**config.mk**
```make
export PLATFORM = sky130hd
export DESIGN_NAME = alu_exec_unit
export DESIGN_NICKNAME = d
export VERILOG_FILES = /design/src/rtl/alu_exec_unit.sv
export SDC_FILE = /design/constraint.sdc
export NUM_CORES = 1
export LEC_CHECK = 0
export CAP_MARGIN = 20
export CELL_PAD_IN_SITES_DETAIL_PLACEMENT = 0
export CELL_PAD_IN_SITES_GLOBAL_PLACEMENT = 1
export CORE_UTILIZATION = 42
export DETAILED_ROUTE_END_ITERATION = 6
export HOLD_SLACK_MARGIN = 0.08
export PLACE_DENSITY_LB_ADDON = 0.1
export SYNTH_ARGS = -nofsm -noshare
export SYNTH_HDL_FRONTEND = slang
export SYNTH_SLANG_ARGS = --single-unit
```
**constraint.sdc**
```tcl
create_clock -name clk -period 4.2 [get_ports clk]
set_clock_uncertainty 0.1 [all_clocks]
set_input_delay 0.84 -clock clk [delete_from_list [all_inputs] [get_ports clk]]
set_output_delay 0.84 -clock clk [all_outputs]
set_load 0.01 [all_outputs]
```
**src/rtl/alu_exec_unit.sv**
```systemverilog
// alu_exec_unit
//   EX-stage execute unit for RV32. Takes the 4-bit ALU control code from the
//   ALU decoder and two operands behind a valid/ready handshake.
//   Single-cycle ops go IDLE -> DONE. In the default build, shifts walk
//   through an iterative one-bit-per-cycle shifter: IDLE -> SHIFT -> DONE.
//
//   Build option: define ALU_FAST_SHIFT_EN to replace the iterative shifter
//   with a combinational barrel shifter. Every op then takes the 1-cycle path
//   and the SHIFT state is never entered.
//
//   Handshake: an op is accepted on a rising edge where in_valid && in_ready.
//   A result is handed off on a rising edge where out_valid && out_ready.
//   in_ready is high only in IDLE and out_valid only in DONE, so accept and
//   handoff never happen on the same edge. Result, Zero and Illegal are
//   registers and hold steady for the whole time out_valid is high.
//
// Ports
//   clk, reset        rising-edge clock, synchronous active-high reset
//   in_valid/in_ready input handshake
//   SrcA, SrcB        operands (SrcB[SHAMT_W-1:0] is the shift amount)
//   ALUControl        operation code; funct7b5 selects SRA(1)/SRL(0)
//   out_valid/out_ready output handshake
//   Result, Zero, Illegal  registered result and flags
//   dbg_state         current FSM state (0 IDLE, 1 SHIFT, 2 DONE)
module alu_exec_unit #(
  parameter int WIDTH   = 32,
  parameter int SHAMT_W = 5
) (
  input  logic             clk,
  input  logic             reset,
  input  logic             in_valid,
  output logic             in_ready,
  input  logic [WIDTH-1:0] SrcA,
  input  logic [WIDTH-1:0] SrcB,
  input  logic [3:0]       ALUControl,
  input  logic             funct7b5,
  output logic             out_valid,
  input  logic             out_ready,
  output logic [WIDTH-1:0] Result,
  output logic             Zero,
  output logic             Illegal,
  output logic [1:0]       dbg_state
);

  typedef enum logic [1:0] {
    S_IDLE  = 2'd0,
    S_SHIFT = 2'd1,
    S_DONE  = 2'd2
  } state_t;

  localparam logic [3:0] OP_ADD  = 4'b0000;
  localparam logic [3:0] OP_SUB  = 4'b0001;
  localparam logic [3:0] OP_AND  = 4'b0010;
  localparam logic [3:0] OP_OR   = 4'b0011;
  localparam logic [3:0] OP_XOR  = 4'b0100;
  localparam logic [3:0] OP_SR   = 4'b0101;
  localparam logic [3:0] OP_SLTU = 4'b0110;
  localparam logic [3:0] OP_SLL  = 4'b0111;
  localparam logic [3:0] OP_SLT  = 4'b1000;

  state_t             state_q, state_d;
  logic [WIDTH-1:0]   result_q, result_d;
  logic               zero_q, zero_d;
  logic               illegal_q, illegal_d;

  logic [SHAMT_W-1:0] shamt;
  logic [WIDTH-1:0]   alu_res;
  logic               alu_ill;

  assign shamt = SrcB[SHAMT_W-1:0];

`ifdef ALU_FAST_SHIFT_EN
  logic [WIDTH-1:0] sra_full;
  assign sra_full = $signed(SrcA) >>> shamt;
`else
  // Iterative shifter state. result_q doubles as the shift register while in
  // SHIFT; out_valid is low then, so the partial value is never consumed.
  localparam logic [1:0] K_SLL = 2'd0;
  localparam logic [1:0] K_SRL = 2'd1;
  localparam logic [1:0] K_SRA = 2'd2;

  logic [SHAMT_W-1:0] cnt_q, cnt_d;
  logic [1:0]         kind_q, kind_d;
  logic               alu_shift;
  logic [1:0]         alu_kind;
  logic [WIDTH-1:0]   shift_step;

  // One-bit step; SRA replicates the sign bit, which is SrcA[31] throughout.
  always_comb begin
    shift_step = {1'b0, result_q[WIDTH-1:1]};
    if (kind_q == K_SLL)      shift_step = {result_q[WIDTH-2:0], 1'b0};
    else if (kind_q == K_SRA) shift_step = {result_q[WIDTH-1], result_q[WIDTH-1:1]};
  end
`endif

  // Operation evaluated on the live inputs; only used in IDLE.
  always_comb begin
    alu_res = '0;
    alu_ill = 1'b0;
`ifndef ALU_FAST_SHIFT_EN
    alu_shift = 1'b0;
    alu_kind  = K_SLL;
`endif
    case (ALUControl)
      OP_ADD:  alu_res = SrcA + SrcB;
      OP_SUB:  alu_res = SrcA - SrcB;
      OP_AND:  alu_res = SrcA & SrcB;
      OP_OR:   alu_res = SrcA | SrcB;
      OP_XOR:  alu_res = SrcA ^ SrcB;
      OP_SLTU: alu_res = {{(WIDTH-1){1'b0}}, (SrcA < SrcB)};
      OP_SLT:  alu_res = {{(WIDTH-1){1'b0}}, ($signed(SrcA) < $signed(SrcB))};
`ifdef ALU_FAST_SHIFT_EN
      OP_SR:   alu_res = funct7b5 ? sra_full : (SrcA >> shamt);
      OP_SLL:  alu_res = SrcA << shamt;
`else
      // Shift by zero yields SrcA unchanged; nonzero amounts use SHIFT.
      OP_SR: begin
        alu_res   = SrcA;
        alu_shift = 1'b1;
        alu_kind  = funct7b5 ? K_SRA : K_SRL;
      end
      OP_SLL: begin
        alu_res   = SrcA;
        alu_shift = 1'b1;
        alu_kind  = K_SLL;
      end
`endif
      default: alu_ill = 1'b1;
    endcase
  end

  always_comb begin
    state_d   = state_q;
    result_d  = result_q;
    zero_d    = zero_q;
    illegal_d = illegal_q;
`ifndef ALU_FAST_SHIFT_EN
    cnt_d     = cnt_q;
    kind_d    = kind_q;
`endif
    case (state_q)
      S_IDLE: begin
        if (in_valid) begin
`ifndef ALU_FAST_SHIFT_EN
          if (alu_shift && (shamt != '0)) begin
            result_d  = SrcA;
            cnt_d     = shamt;
            kind_d    = alu_kind;
            zero_d    = 1'b0;
            illegal_d = 1'b0;
            state_d   = S_SHIFT;
          end else
`endif
          begin
            result_d  = alu_res;
            zero_d    = (alu_res == '0);
            illegal_d = alu_ill;
            state_d   = S_DONE;
          end
        end
      end
`ifndef ALU_FAST_SHIFT_EN
      S_SHIFT: begin
        result_d = shift_step;
        cnt_d    = cnt_q - 1'b1;
        // Counter at 1 means this edge performs the last shift.
        if (cnt_q == SHAMT_W'(1)) begin
          zero_d  = (shift_step == '0);
          state_d = S_DONE;
        end
      end
`endif
      S_DONE: begin
        if (out_ready) state_d = S_IDLE;
      end
      default: state_d = S_IDLE;
    endcase
  end

  always_ff @(posedge clk) begin
    if (reset) begin
      state_q   <= S_IDLE;
      result_q  <= '0;
      zero_q    <= 1'b0;
      illegal_q <= 1'b0;
`ifndef ALU_FAST_SHIFT_EN
      cnt_q     <= '0;
      kind_q    <= K_SLL;
`endif
    end else begin
      state_q   <= state_d;
      result_q  <= result_d;
      zero_q    <= zero_d;
      illegal_q <= illegal_d;
`ifndef ALU_FAST_SHIFT_EN
      cnt_q     <= cnt_d;
      kind_q    <= kind_d;
`endif
    end
  end

  assign in_ready  = (state_q == S_IDLE);
  assign out_valid = (state_q == S_DONE);
  assign Result    = result_q;
  assign Zero      = zero_q;
  assign Illegal   = illegal_q;
  assign dbg_state = state_q;

endmodule
```
==> qor.csv, run 1 <==
metric,value,unit
status,"finished, final reports clean",
Fin. Hold Viols,0,
Root Buffer,clkbuf_16,
Vert. Die Dim,145,um
Yosys Warn Count,0,
GR Overflow Total,0,
WS Path Type,in2reg,
port bufs,110,
Worst Hold Class,reg2reg,
CTS max path bufs,2,
pwr dens,196,nW/um^2
via count,11189,
crit path from,SrcA[3],
share of cells above drive strength 1,28.2,%
routed len/inst,20.1,um
drt drc,0,
critical path peak fanout,7,
Main synth FF type,dfxtp_1,
asr flop ratio synth,0,%
area share of the largest cell type after synthesis,16.7,%
fin. max-slew vios,0,
placed wire-length estimate,29800,um
CP max stage delay,0.50,ns
TritonCTS clock tree,built,
cell taking the most area after synthesis,ha_1,
Post-Syn Instances,1243,
initial antenna violation count,1,
drt pass-1 iters,5,
Vias/cell,5.97,
final setup vio count,0,
slew margin rel.,26.1,%
Final ANT Viol Nets,0,
Synth cell types,99,
actual slew at the worst max-slew pin,1.10,ns
Die ar.,21000,um^2
"EDFF count, synth",0,
Period minus WS final,4.09,ns
CTS H-tree lvls,2,
slowest cell on the critical path,clkdlybuf4s50_1,
CTS Buf Count,5,
post-route insts no fill,1875,
Placed Cells,1851,
Max IR drop VDD,0.224,mV
sequential-to-total area share from yosys stat,10.0,%
Setup crit start kind,input port,
Reg2Reg Launch Point,dbg_state[1]$_SDFFE_PP0P_,
Worst Setup End Kind,flop,
final WL,37700,um
maximum clock frequency,245,MHz
RePlAce Congestion,0.996,
die span in x,145,um
Post-Syn Nets,1433,
number of global-route vias before repair,10371,
"top cells by area, synth","ha_1, dfxtp_1, a21oi_1",
post-layout util,64.9,%
CP Cell Sequence,clkdlybuf4s50_1 -> inv_1 -> ha_4 -> nor2_4 -> o221ai_4 -> a2111oi_4 -> nor2_2 -> o21a_4 -> buf_4 -> o31ai_4 -> o221a_1 -> a21oi_2 -> or3b_1 -> nor4_2 -> a41o_1,
Synth Area per Inst,6.91,um^2
largest net degree at the start of global routing,50,
Area Overhead vs Synth,49.4,%
total of max-cap violations,0,
Sink Count,43,
Initial Utilization,43.4,%
core area,19800,um^2
Global Route Usage Sum,34.5,%
Synth Register Bits,43,
Row Count,51,
worst hold start,Illegal$_SDFFE_PP0P_,
Ports,111,
hold buffers post-CTS,0,
Clock transition at path regs,0.06,ns
worst path required time,4.33,ns
Synth Cell Area,8590,um^2
first-pass GRT wire length,58100,um
Final Cycle Share,97.4,%
initial drt markers,1020,
Critical Path AT,4.22,ns
Clock Latency Late Sink,0.28,ns
P_leak,5.74,nW
nets@finish,1798,
## cell type report
type	count	area [um^2]
inverters	101	379
multi-input cells	1021	7510
flip-flops and latches	43	861
well taps	265	332
clock inverters	1	5.00
diodes	1	2.50
repair buffers	436	3610
fillers	1860	6940
clock buffers	7	133
## repair_timing
action / CTS / global route
gates cloned: 0 / 0
pin swaps: 16 / 35
resized for setup: 41 / 81
setup endpoints to repair: 10 / 13
setup buffers: 4 / 12
## per-stage QoR
stage	setup TNS, ns	hold WS, ns	power, mW	worst slack [ns]	instance area, um^2
after floorplan	0	0.351	1.24	0.347	8590
after global placement	-4.13	0.351	1.99	-0.601	12100
after detailed placement	-5.03	0.363	2.00	-0.593	12100
after CTS	-0.0239	0.371	2.42	-0.0239	12400
after global routing	-0.0404	0.386	2.66	-0.0404	12800
final	0	0.370	2.51	0.110	12800
## sequential cells by signal (all words and copies together), names as in the netlist
| signal | cells |
|---|---|
| cnt_q | 5 |
| Illegal | 1 |
| Result | 32 |
| Zero | 1 |
| dbg_state | 2 |
| kind_q | 2 |
## report_power, final
group,switching (mW),internal [mW],total (mW)
Combinational,0.848,0.784,1.63
Clock,0.159,0.220,0.379
Sequential,0.0574,0.443,0.500
Total,1.06,1.45,2.51
## worst paths after layout
kind	end	slack (ns)	cells past startpoint
worst max register to register	Zero$_SDFFE_PP0P_	1.44	9
worst min register to register	Illegal$_SDFFE_PP0P_	0.37	2
worst max-delay path	Zero$_SDFFE_PP0P_	0.11	15
worst min-delay path	Illegal$_SDFFE_PP0P_	0.37	2
## cell usage in the layout (no fill, tap or decap), types with 16 or more instances in the layout
| cell type | n |
|---|---|
| a211oi_1 | 23 |
| inv_1 | 84 |
| nor3_1 | 29 |
| nor2_1 | 120 |
| clkdlybuf4s50_1 | 93 |
| a21o_1 | 20 |
| buf_4 | 321 |
| nor4_1 | 16 |
| nand3_1 | 32 |
| mux2i_1 | 21 |
| ha_1 | 102 |
| o21ai_0 | 64 |
| nand2_1 | 99 |
| dfxtp_1 | 43 |
| a21oi_1 | 113 |
| nor2b_1 | 20 |
| o211ai_1 | 28 |
| inv_2 | 17 |
## synthesized netlist by cell type, types with 4 or more instances
master,count
a31oi_1,11
o31a_1,6
o21a_1,16
or3_1,5
dfxtp_1,43
or2_2,7
nor4_1,19
a32oi_1,4
nand2_1,99
a21oi_1,121
a21o_1,20
a211o_1,4
o21bai_1,13
nor3_1,33
nor3b_1,4
buf_2,19
o221ai_1,10
nand4_1,13
a22oi_1,14
a31o_2,5
clkbuf_1,48
o2111ai_1,4
a221oi_1,14
nor2_1,126
a41oi_1,5
mux2i_1,21
nor2b_1,21
o211ai_1,28
o41ai_1,4
nand2b_1,13
and2_1,5
a222oi_1,9
ha_1,115
o32ai_1,6
buf_1,9
a21boi_0,6
xnor2_1,5
a211oi_1,26
o21ai_0,69
o31ai_1,8
inv_1,99
and3_1,16
nand3_1,33
## kinds of logic after synthesis
family                   after synthesis  share of synthesized area (%)
buffers and inverters                179                           8.23
AO/OA/AOI/OAI                        456                           37.4
adder cells (fa/ha/maj)              117                           17.2
AND/OR/NAND/NOR                      420                           24.0
flip-flops                            43                           10.0
multiplexers                          21                           2.45
XOR/XNOR                               7                          0.713
## worst max-delay path: cells and delay by family
| kind | cells | cell delay (ns) |
|---|---|---|
| AO/OA/AOI/OAI | 7 | 1.56 |
| adder cells (fa/ha/maj) | 1 | 0.28 |
| buffers and inverters | 3 | 0.73 |
| AND/OR/NAND/NOR | 4 | 0.80 |
## layer usage
layer | part of all wire, % | vias to the layer above | GRT usage (%)
met5 | 0 | - | 0
met4 | 3.6 | 0 | 11.6
met3 | 7.6 | 84 | 3.62
met2 | 45 | 530 | 56.2
met1 | 44 | 5249 | 47.0
li1 | - | 5326 | -
Note: power is estimated with default switching activity, not from simulation.
==> run 2, diff against run 1 <==
--- a/config.mk
+++ b/config.mk
@@ -5,10 +5,11 @@
 export SDC_FILE = /design/constraint.sdc
 export NUM_CORES = 1
 export LEC_CHECK = 0
-export CAP_MARGIN = 20
+export ABC_AREA = 1
+export CAP_MARGIN = 30
 export CELL_PAD_IN_SITES_DETAIL_PLACEMENT = 0
 export CELL_PAD_IN_SITES_GLOBAL_PLACEMENT = 1
-export CORE_UTILIZATION = 42
+export CORE_UTILIZATION = 39
 export DETAILED_ROUTE_END_ITERATION = 6
 export HOLD_SLACK_MARGIN = 0.08
 export PLACE_DENSITY_LB_ADDON = 0.1
==> run 2 against run 1 <==
Effect of this change: via count increased by 7.6%; synthesized cell count increased by 46%; count of clock-buffer cells in the layout decreased by 1; first-iteration DRC count increased by 2.1%; hold slack improved by 0.012 ns; worst setup slack improved by 0.15 ns; global-route usage decreased by 1.6 points.
==> qor.csv, run 2 <==
metric,value,unit,change
Post-Synth Simple-Gate Area,42.7,%,was 24.0%
worst hold start,Result[8]$_SDFFE_PP0P_,,was Illegal$_SDFFE_PP0P_
Die ar.,25100,um^2,"was 21,000 um^2"
number of global-route vias before repair,11282,,"was 10,371"
XOR/XNOR Fraction of Synth Area,0.0916,%,was 0.713%
Yosys Warn Count,0,,unchanged
GR Overflow Total,0,,unchanged
initial antenna violation count,0,,was 1
"commonest non-fill, non-tap cell in the layout",nand2_1,,was buf_4
RSZ-0062 raised after global routing,false,,
Final ANT Viol Nets,0,,unchanged
Placed Area,11600,um^2,"was 12,100 um^2"
Vert. Die Dim,159,um,was 145 um
FF-to-FF path depth,9,,unchanged
Clock Latency Late Sink,0.29,ns,was 0.28 ns
CTS H-tree lvls,2,,unchanged
Setup crit start kind,input port,,unchanged
"top cells by area, synth","nand2_1, ha_1, inv_1",,"was ha_1, dfxtp_1, a21oi_1"
TritonCTS clock tree,built,,unchanged
register area,861,um^2,unchanged
actual slew at the worst max-slew pin,1.00,ns,was 1.10 ns
most instantiated cells after synthesis,"nand2_1, inv_1, nor2_1, nand3_1, ha_1",,"was nor2_1, a21oi_1, ha_1, inv_1, nand2_1"
P_leak,6.50,nW,was 5.74 nW
Resized cells post-CTS,0,,was 41
Max IR drop VDD,0.173,mV,was 0.224 mV
total of max-cap violations,0,,unchanged
Vias/cell,5.22,,was 5.97
Main synth FF type,dfxtp_1,,unchanged
slew margin rel.,33.0,%,was 26.1%
max FFs per register,32,,unchanged
Worst Setup End Kind,flop,,unchanged
drt drc,0,,unchanged
reg2reg setup slack,1.36,ns,was 1.44 ns
Switch Pwr,1.05,mW,was 1.06 mW
Worst Hold Path EP,Result[8]$_SDFFE_PP0P_,,was Illegal$_SDFFE_PP0P_
Clk pwr share,22.1,%,was 15.1%
Row Count,56,,was 51
Period minus WS final,3.94,ns,was 4.09 ns
final instance area,11800,um^2,"was 12,800 um^2"
Critical Path AT,4.07,ns,was 4.22 ns
post-layout util,49.7,%,was 64.9%
worst r2r dst,Zero$_SDFFE_PP0P_,,unchanged
Global Route Usage Sum,32.9,%,was 34.5%
Area Overhead vs Synth,23.5,%,was 49.4%
library cell with the highest instance count after synthesis,nand2_1,,was nor2_1
metal1 wirelength,18200,um,"was 16,400 um"
Top Metal Used,met4,,unchanged
P_int,1.27,mW,was 1.45 mW
Adder-Cell Fraction of Synth Area,15.5,%,was 17.2%
largest net degree at the start of global routing,52,,was 50
Fin. Hold Viols,0,,unchanged
CTS max path bufs,2,,unchanged
final WL,41000,um,"was 37,700 um"
via count,12036,,"was 11,189"
mux cell area share after synthesis,1.68,%,was 2.45%
cell taking the most area after synthesis,nand2_1,,was ha_1
critical path peak fanout,4,,was 7
die span in x,159,um,was 145 um
Root Buffer,clkbuf_16,,unchanged
Synth Register Bits,43,,unchanged
Initial Utilization,40.2,%,was 43.4%
pwr dens,197,nW/um^2,was 196 nW/um^2
Synth Cell Area,9560,um^2,was 8590 um^2
DR WL met3,2190,um,was 2850 um
Final Cycle Share,93.9,%,was 97.4%
Logic pwr share,58.0,%,was 65.0%
maximum clock frequency,254,MHz,was 245 MHz
drt pass-1 iters,5,,unchanged
Post-Syn Nets,2004,,"was 1,433"
first-pass GRT wire length,62400,um,"was 58,100 um"
hold depth,2,,unchanged
Reg2Reg Launch Point,kind_q[0]$_SDFFE_PP0P_,,was dbg_state[1]$_SDFFE_PP0P_
largest family of logic cells by synthesized area,simple AND/OR/NAND/NOR gates,,was compound AO/OA/AOI/OAI gates
port bufs,110,,unchanged
met2 WL,18800,um,"was 17,000 um"
"commonest cells after routing, fill and taps aside","nand2_1, inv_1, nor2_1",,"was buf_4, nor2_1, a21oi_1"
Clock transition at path regs,0.07,ns,was 0.06 ns
sequential-to-total area share from yosys stat,9.01,%,was 10.0%
core area,23800,um^2,"was 19,800 um^2"
sw frac,45.1,%,was 42.4%
initial drt markers,1041,,"was 1,020"
asr flop ratio synth,0,%,unchanged
status,"finished, final reports clean",,unchanged
hold buffers post-CTS,0,,unchanged
Post-Syn Instances,1814,,"was 1,243"
CTS Buf Count,5,,unchanged
nets@finish,2175,,"was 1,798"
fin. max-slew vios,0,,unchanged
worst path required time,4.33,ns,about the same
FILL cells,2689,,"was 1,860"
Seq pwr share,19.9,%,about the same
"EDFF count, synth",0,,unchanged
WS Path Type,in2reg,,unchanged
Synth cell types,41,,was 99
Synth Area in Compound Gates,15.1,%,was 37.4%
placed wire-length estimate,34800,um,"was 29,800 um"
share of cells above drive strength 1,7.10,%,was 28.2%
Inserted Diodes,0,,was 1
final setup vio count,0,,unchanged
RePlAce Congestion,1.00,,was 0.996
area share of the largest cell type after synthesis,22.6,%,was 16.7%
multi-input logic area,7170,um^2,was 7510 um^2
Sink Count,43,,unchanged
Synth Area per Inst,5.27,um^2,was 6.91 um^2
Post-CTS Setup Bufs,0,,was 4
Worst Hold Class,reg2reg,,unchanged
routed len/inst,17.8,um,was 20.1 um
Ports,111,,unchanged
[run 2: cell count changes in the layout (fill, tap and decap cells not counted), moves of 17 or more]
cell	delta
nor2_1	+92
buf_4	-213
o211ai_1	-24
clkdlybuf4s50_1	+17
nand2_1	+477
a21o_1	-19
o22ai_1	+33
inv_1	+243
nand3_1	+99
nor2b_1	-20
a211oi_1	-20
[run 2: per-stage QoR]
stage | total power [mW] | hold WS (ns) | TNS, ns | setup slack, ns | std cells
2_1_floorplan | 1.23 | 0.365 | 0 | 1.33 | 1814
3_3_place_gp | 1.79 | 0.370 | -0.0263 | -0.0263 | 2297
3_5_place_dp | 1.80 | 0.375 | 0 | 0.0562 | 2297
4_1_cts | 2.31 | 0.383 | 0 | 0.326 | 2305
5_1_grt | 2.49 | 0.400 | 0 | 0.00948 | 2305
6_report | 2.32 | 0.382 | 0 | 0.257 | 2305
[run 2: logic make-up (layout without fill, tap and decap cells)]
group / Yosys count / count (layout)
and+or+nand+nor: 995 / 995
DFF: 43 / 43
xor gates and xnor gates: 1 / 1
AOI/OAI and AO/OA: 255 / 255
adders and majority gates: 117 / 117
muxes: 16 / 16
buffers and inverters: 387 / 559
[run 2: per-layer routing]
| metal | vias to the layer above | GRT usage, % |
|---|---|---|
| met3 | 75 | 2.94 |
| met1 | 5526 | 42.3 |
| li1 | 6043 | - |
| met2 | 392 | 56.3 |
| met5 | - | 0 |
| met4 | 0 | 13.0 |
[run 2: worst max-delay path, stage by stage]
cell and delay [ns]:
clkdlybuf4s50_1 0.52, ha_1 0.30, inv_1 0.11, fa_1 0.39
inv_1 0.13, nand2_1 0.10, a21oi_1 0.34, nor2_1 0.07
o21ai_0 0.34, nand3_1 0.13, nor2_1 0.10, nand3_1 0.09
nor2_1 0.18, nand3_1 0.13, nor2_1 0.11, nand2_1 0.07
a21oi_2 0.10
[run 2: worst max path at each step]
stage | startpoint | to | cells after the start
after global routing | SrcB[0] | Zero$_SDFFE_PP0P_ | 17
after CTS | SrcB[0] | Zero$_SDFFE_PP0P_ | 17
after detailed placement | SrcB[0] | Zero$_SDFFE_PP0P_ | 17
final | SrcB[0] | Zero$_SDFFE_PP0P_ | 17
after global placement | SrcB[0] | Zero$_SDFFE_PP0P_ | 17
after floorplan | SrcA[0] | Zero$_SDFFE_PP0P_ | 16
[run 2: power by group through the flow]
stage	combinational (mW)	sequential (mW)	clock, mW
floorplan	0.759	0.476	0
global placement	1.32	0.471	0
detailed placement	1.33	0.471	0
CTS	1.33	0.462	0.516
global route	1.49	0.467	0.534
finish	1.35	0.463	0.513
[run 2: final cells by class]
class	count	share of cell area, %
Clock inverter	2	0.509
Sequential cell	43	7.29
Clock buffer	6	1.09
Timing Repair Buffer	219	16.4
Inverter	332	10.6
Multi-Input combinational cell	1384	60.8
Tap cell	319	3.38
